**config.mk**
```make
export PLATFORM = sky130hd
export DESIGN_NAME = text_line_writer
export DESIGN_NICKNAME = d
export VERILOG_FILES = /design/src/rtl/text_line_writer.sv
export SDC_FILE = /design/constraint.sdc
export NUM_CORES = 1
export LEC_CHECK = 0
export CAP_MARGIN = 20
export CORE_AREA = 2 2 165 288
export CTS_BUF_LIST = sky130_fd_sc_hd__clkbuf_16
export DETAILED_ROUTE_END_ITERATION = 10
export DIE_AREA = 0 0 167 290
export MAX_ROUTING_LAYER = met4
export PLACE_DENSITY_LB_ADDON = 0.05
export RECOVER_POWER = 50
export SYNTH_ARGS = -nofsm -noshare
export SYNTH_HDL_FRONTEND = slang
export SYNTH_SLANG_ARGS = --single-unit
```
**constraint.sdc**
```tcl
create_clock -name iVGA_CLK -period 5.5 [get_ports iVGA_CLK]
set_input_delay 1.1 -clock iVGA_CLK [delete_from_list [all_inputs] [get_ports iVGA_CLK]]
set_output_delay 1.1 -clock iVGA_CLK [all_outputs]
set_load 0.02 [all_outputs]
```
**src/rtl/text_line_writer.sv**
```systemverilog
// One-line text buffer for an overlay renderer: commands edit a working line, which is copied
// to the displayed word only on a vsync falling edge so the picture never tears mid-frame.
module text_line_writer #(
  parameter int         LENGTH    = 32,
  parameter logic [7:0] TERM_CHAR = 8'h7E
) (
  input  logic                       iVGA_CLK,
  input  logic                       iRST_n,
  input  logic                       cVS,
  input  logic                       in_valid,
  output logic                       in_ready,
  input  logic [1:0]                 in_cmd,
  input  logic [7:0]                 in_char,
  output logic [0:(LENGTH+1)*8-1]    word,
  output logic [7:0]                 count,
  output logic                       full,
  output logic                       overflow,
  output logic                       dirty
);

  localparam logic [0:0] IDLE  = 1'b0;
  localparam logic [0:0] CLEAR = 1'b1;
  localparam logic [7:0] LEN8  = 8'(LENGTH);

  logic [0:0]             state_q, state_d;
  logic [7:0]             clr_q, clr_d;
  logic [7:0]             count_q, count_d;
  logic                   dirty_q, dirty_d;
  logic                   ovf_q, ovf_d;
  logic                   vs_q, pub_q;
  logic [LENGTH:0][7:0]   buf_q, buf_d;
  logic [LENGTH:0][7:0]   shd_q, shd_d;
  logic                   accept;
  logic                   publish;
  logic [7:0]             ch;

  assign in_ready = (state_q == IDLE);
  assign accept   = in_valid && in_ready;
  assign publish  = pub_q && dirty_q && (state_q == IDLE);
  // NUL and the terminator are remapped so the terminator stays unique in the line
  assign ch       = (in_char == 8'h00 || in_char == TERM_CHAR) ? 8'h20 : in_char;

  always_comb begin
    state_d = state_q;
    clr_d   = clr_q;
    count_d = count_q;
    dirty_d = dirty_q;
    ovf_d   = 1'b0;
    buf_d   = buf_q;
    shd_d   = shd_q;

    // Publish sees the pre-command buffer; a same-cycle edit re-marks dirty below
    if (publish) begin
      shd_d   = buf_q;
      dirty_d = 1'b0;
    end

    case (state_q)
      IDLE: begin
        if (accept) begin
          case (in_cmd)
            2'b00: begin
              if (count_q < LEN8) begin
                for (int i = 0; i <= LENGTH; i++) begin
                  if (8'(i) == count_q)         buf_d[i] = ch;
                  if (8'(i) == count_q + 8'd1)  buf_d[i] = TERM_CHAR;
                end
                count_d = count_q + 8'd1;
                dirty_d = 1'b1;
              end else begin
                ovf_d = 1'b1;
              end
            end
            2'b01: begin
              if (count_q != 8'd0) begin
                for (int i = 0; i <= LENGTH; i++) begin
                  if (8'(i) == count_q - 8'd1)  buf_d[i] = TERM_CHAR;
                  if (8'(i) == count_q)         buf_d[i] = 8'h00;
                end
                count_d = count_q - 8'd1;
                dirty_d = 1'b1;
              end
            end
            2'b10: begin
              state_d = CLEAR;
              clr_d   = 8'd0;
            end
            default: ;
          endcase
        end
      end
      default: begin
        for (int i = 0; i <= LENGTH; i++) begin
          if (8'(i) == clr_q) buf_d[i] = 8'h00;
        end
        if (clr_q == LEN8) begin
          buf_d[0] = TERM_CHAR;
          count_d  = 8'd0;
          dirty_d  = 1'b1;
          state_d  = IDLE;
        end else begin
          clr_d = clr_q + 8'd1;
        end
      end
    endcase
  end

  always_ff @(posedge iVGA_CLK or negedge iRST_n) begin
    if (!iRST_n) begin
      state_q <= IDLE;
      clr_q   <= 8'd0;
      count_q <= 8'd0;
      dirty_q <= 1'b0;
      ovf_q   <= 1'b0;
      vs_q    <= 1'b1;
      pub_q   <= 1'b0;
      for (int i = 0; i <= LENGTH; i++) begin
        buf_q[i] <= (i == 0) ? TERM_CHAR : 8'h00;
        shd_q[i] <= (i == 0) ? TERM_CHAR : 8'h00;
      end
    end else begin
      state_q <= state_d;
      clr_q   <= clr_d;
      count_q <= count_d;
      dirty_q <= dirty_d;
      ovf_q   <= ovf_d;
      vs_q    <= cVS;
      pub_q   <= vs_q && !cVS;
      buf_q   <= buf_d;
      shd_q   <= shd_d;
    end
  end

  for (genvar g = 0; g <= LENGTH; g++) begin : g_word
    assign word[8*g +: 8] = shd_q[g];
  end

  assign count    = count_q;
  assign full     = (count_q == LEN8);
  assign overflow = ovf_q;
  assign dirty    = dirty_q;

endmodule
```
==> results.toml <==
[run_status]
status = "complete, but fails checks"
violations = "capacitance limit, slew limit"

[timing]
fin_skew_ps = 17.3
relSlewSlack_pct = -59.4
rsz0062_at_grt = "no"
period_minus_slack_ps = 4980
worst_pin_slew_ps = 2390
post-route-period-util_pct = 90.5
tns_ps = 0
hold_violations = 0
finalSetupViolations = 0
finalMaxSlewViolations = 270
max_freq_ghz = 0.201

[routing]
antenna_left = 0
wl_per_cell_um = 26.7
first_iter_violations = 1348
vias = 18261
dr.pass1.iters = 6
remaining_drc_errors = 0
routed_via_density = 6.23
detail_route.wirelength_um = 78400

[clock_tree]
cts_setup_buffers = 0
cts_root_buffer = "clkbuf_16"
cts_buffers = 48
cts.path.max_buffers = 3
clk_pin_slew_ps = 60
insertion_delay_ps = 580
cts_resized = 0
cts_htree_levels = 2
hold_buffers = 0
cts_sinks = 549
tritoncts = "yes"

[floorplanning]
core_area_um2 = 45900
fp.dieArea_um2 = 48400
num_rows = 104
die_w_um = 167
initial_core_util_pct = 54.6
die_h_um = 290
io_pins = 290

[logic_synthesis]
synth_top_area_share_pct = 53.5
yosysWarnings = 0
synth_edf_count = 0
ys_ff_latch = 549
post-synth-top-area-cell = "dfrtp_1"
synthArstFlopShare_pct = 100
syn-mean-instance-area_um2 = 12.2
synthCells = 2058
ys_seq_area_share_pct = 54.8
synthFlopType = "dfrtp_1"
netlist_area_um2 = 25100
ys_types = 94
synth.top_cells.by_area = "dfrtp_1 (53%), mux2_2 (20%), a21oi_1 (3.3%)"
synth.net_count = 2083

[place]
place.detailed.hpwl_um = 55600
port_buffers = 289
gp_congestion = 1.02
dp.cells = 2841
placed_area_um2 = 28600

[global_routing]
grt_pass1_vias = 19082
grt_use_total_pct = 33.2
antenna_found_initial = 2
grt.overflow.total = 0
grt_max_degree = 116
grt_pass1_wl_um = 119000

[cells_and_area]
layout_common_cells = "dfrtp_1 (536), mux2_2 (438), clkdlybuf4s50_1 (218)"
area_growth_pct = 19.7
fillCellCount = 3511
final_common_cell = "dfrtp_1"
finish.instance_area_um2 = 30000
fin_nets = 2336
drive_gt1_share_pct = 26.8
layout.cells.non_filler = 2932

[pwr]
leakagePower_nw = 13.4
power.density_nw_per_um2 = 645
power.total_mw = 19.4
peakVddDrop_mv = 0.432

[critical_path]
crit_type = "reg2reg"
end_kind = "register"
crit_required_ps = 5960
crit_fanout = 66
r2r_setup_slack_ps = 520
critPathArrivalTime_ps = 5440
start_kind = "register"

[job]
maxCapViolCount = 5

[min_path]
hold_path.class = "reg2reg"
## metal layers
| layer | wire, µm | GRT usage, % |
|---|---|---|
| met1 | 28400 | 37.3 |
| met2 | 40600 | 56.8 |
| met3 | 4030 | 4.15 |
| met4 | 5310 | 19.3 |
| met5 | 0 | - |
## final cells by class
class	count	area (µm²)	area share [%]
Timing Repair Buffer	342	3320	11.1
Tap cell	583	729	2.43
Sequential cell	549	13800	45.8
Inverter	20	75.1	0.250
Clock inverter	36	223	0.742
Multi-Input combinational cell	1350	10700	35.5
Antenna cell	2	5.00	0.0167
Clock buffer	50	1250	4.17
## critical path: stages (launching register included)
cell and delay, ps:
dfrtp_1 320, clkbuf_1 1120, inv_1 810, clkbuf_1 670, nand3_1 610, clkbuf_4 810
mux2_2 420
## cell families after synthesis
group	after synthesis	synth area share [%]
xor+xnor	12	0.449
simple gates	406	8.22
buf+inv	159	2.74
flops	549	54.8
fa+ha+maj	11	0.549
compound gates	466	12.9
mux	455	20.4
## path summary, 6_finish.rpt
path / startpoint / to / depth (start not counted)
hold / removal: buf_q[259] / buf_q[259] / 1
min in group asynchronous: iRST_n / word[142] / 1
hold reg to reg: buf_q[259] / buf_q[259] / 1
setup reg to reg: state_q / word[86] / 6
max in group asynchronous: iRST_n / word[256] / 2
setup / recovery: state_q / word[86] / 6
## through the flow
step                worst slack, ps  hold slack [ps]  util [%]
detailed placement             1160              470      62.3
global route                    426              502      65.4
CTS                            1190              484      65.5
floorplan                      2440              446         -
finish                          522              480      65.4
global placement               1270              456      62.3
## state kept, by name, indices dropped and copies added, names as in the netlist
signal and count:
dirty 1, count 8, state_q 1, vs_q 1
overflow 1, word 264, clr_q 8, pub_q 1
buf_q 264
## power breakdown
| group | internal, mW | switching (mW) | leakage [nW] | total [mW] |
|---|---|---|---|---|
| Combinational | 3.87 | 5.21 | 5.57 | 9.09 |
| Sequential | 5.80 | 1.24 | 7.06 | 7.05 |
| Clock | 1.74 | 1.50 | 0.771 | 3.23 |
| Total | 11.4 | 7.95 | 13.4 | 19.4 |
## cell usage after synthesis (6+ instances only)
library cell	instances
buf_1	9
nor2b_1	6
nor3_2	8
nand3b_1	6
clkbuf_1	96
dfstp_2	13
o211ai_1	8
buf_6	6
o311ai_1	6
ha_1	11
mux2_2	438
a21oi_2	6
nand4_1	18
a31oi_1	13
and3_1	10
o21ai_0	103
nand2b_1	13
or3_1	17
and2_1	15
a22o_1	8
mux2i_1	12
dfrtp_1	536
buf_2	23
inv_1	20
o2bb2ai_1	54
nor2_1	127
nor3_1	24
a21oi_1	166
o211ai_2	9
xor2_1	6
o31ai_1	10
nand3_1	38
nand2_1	85
a21o_1	14
Note: power is estimated with default switching activity, not from simulation.
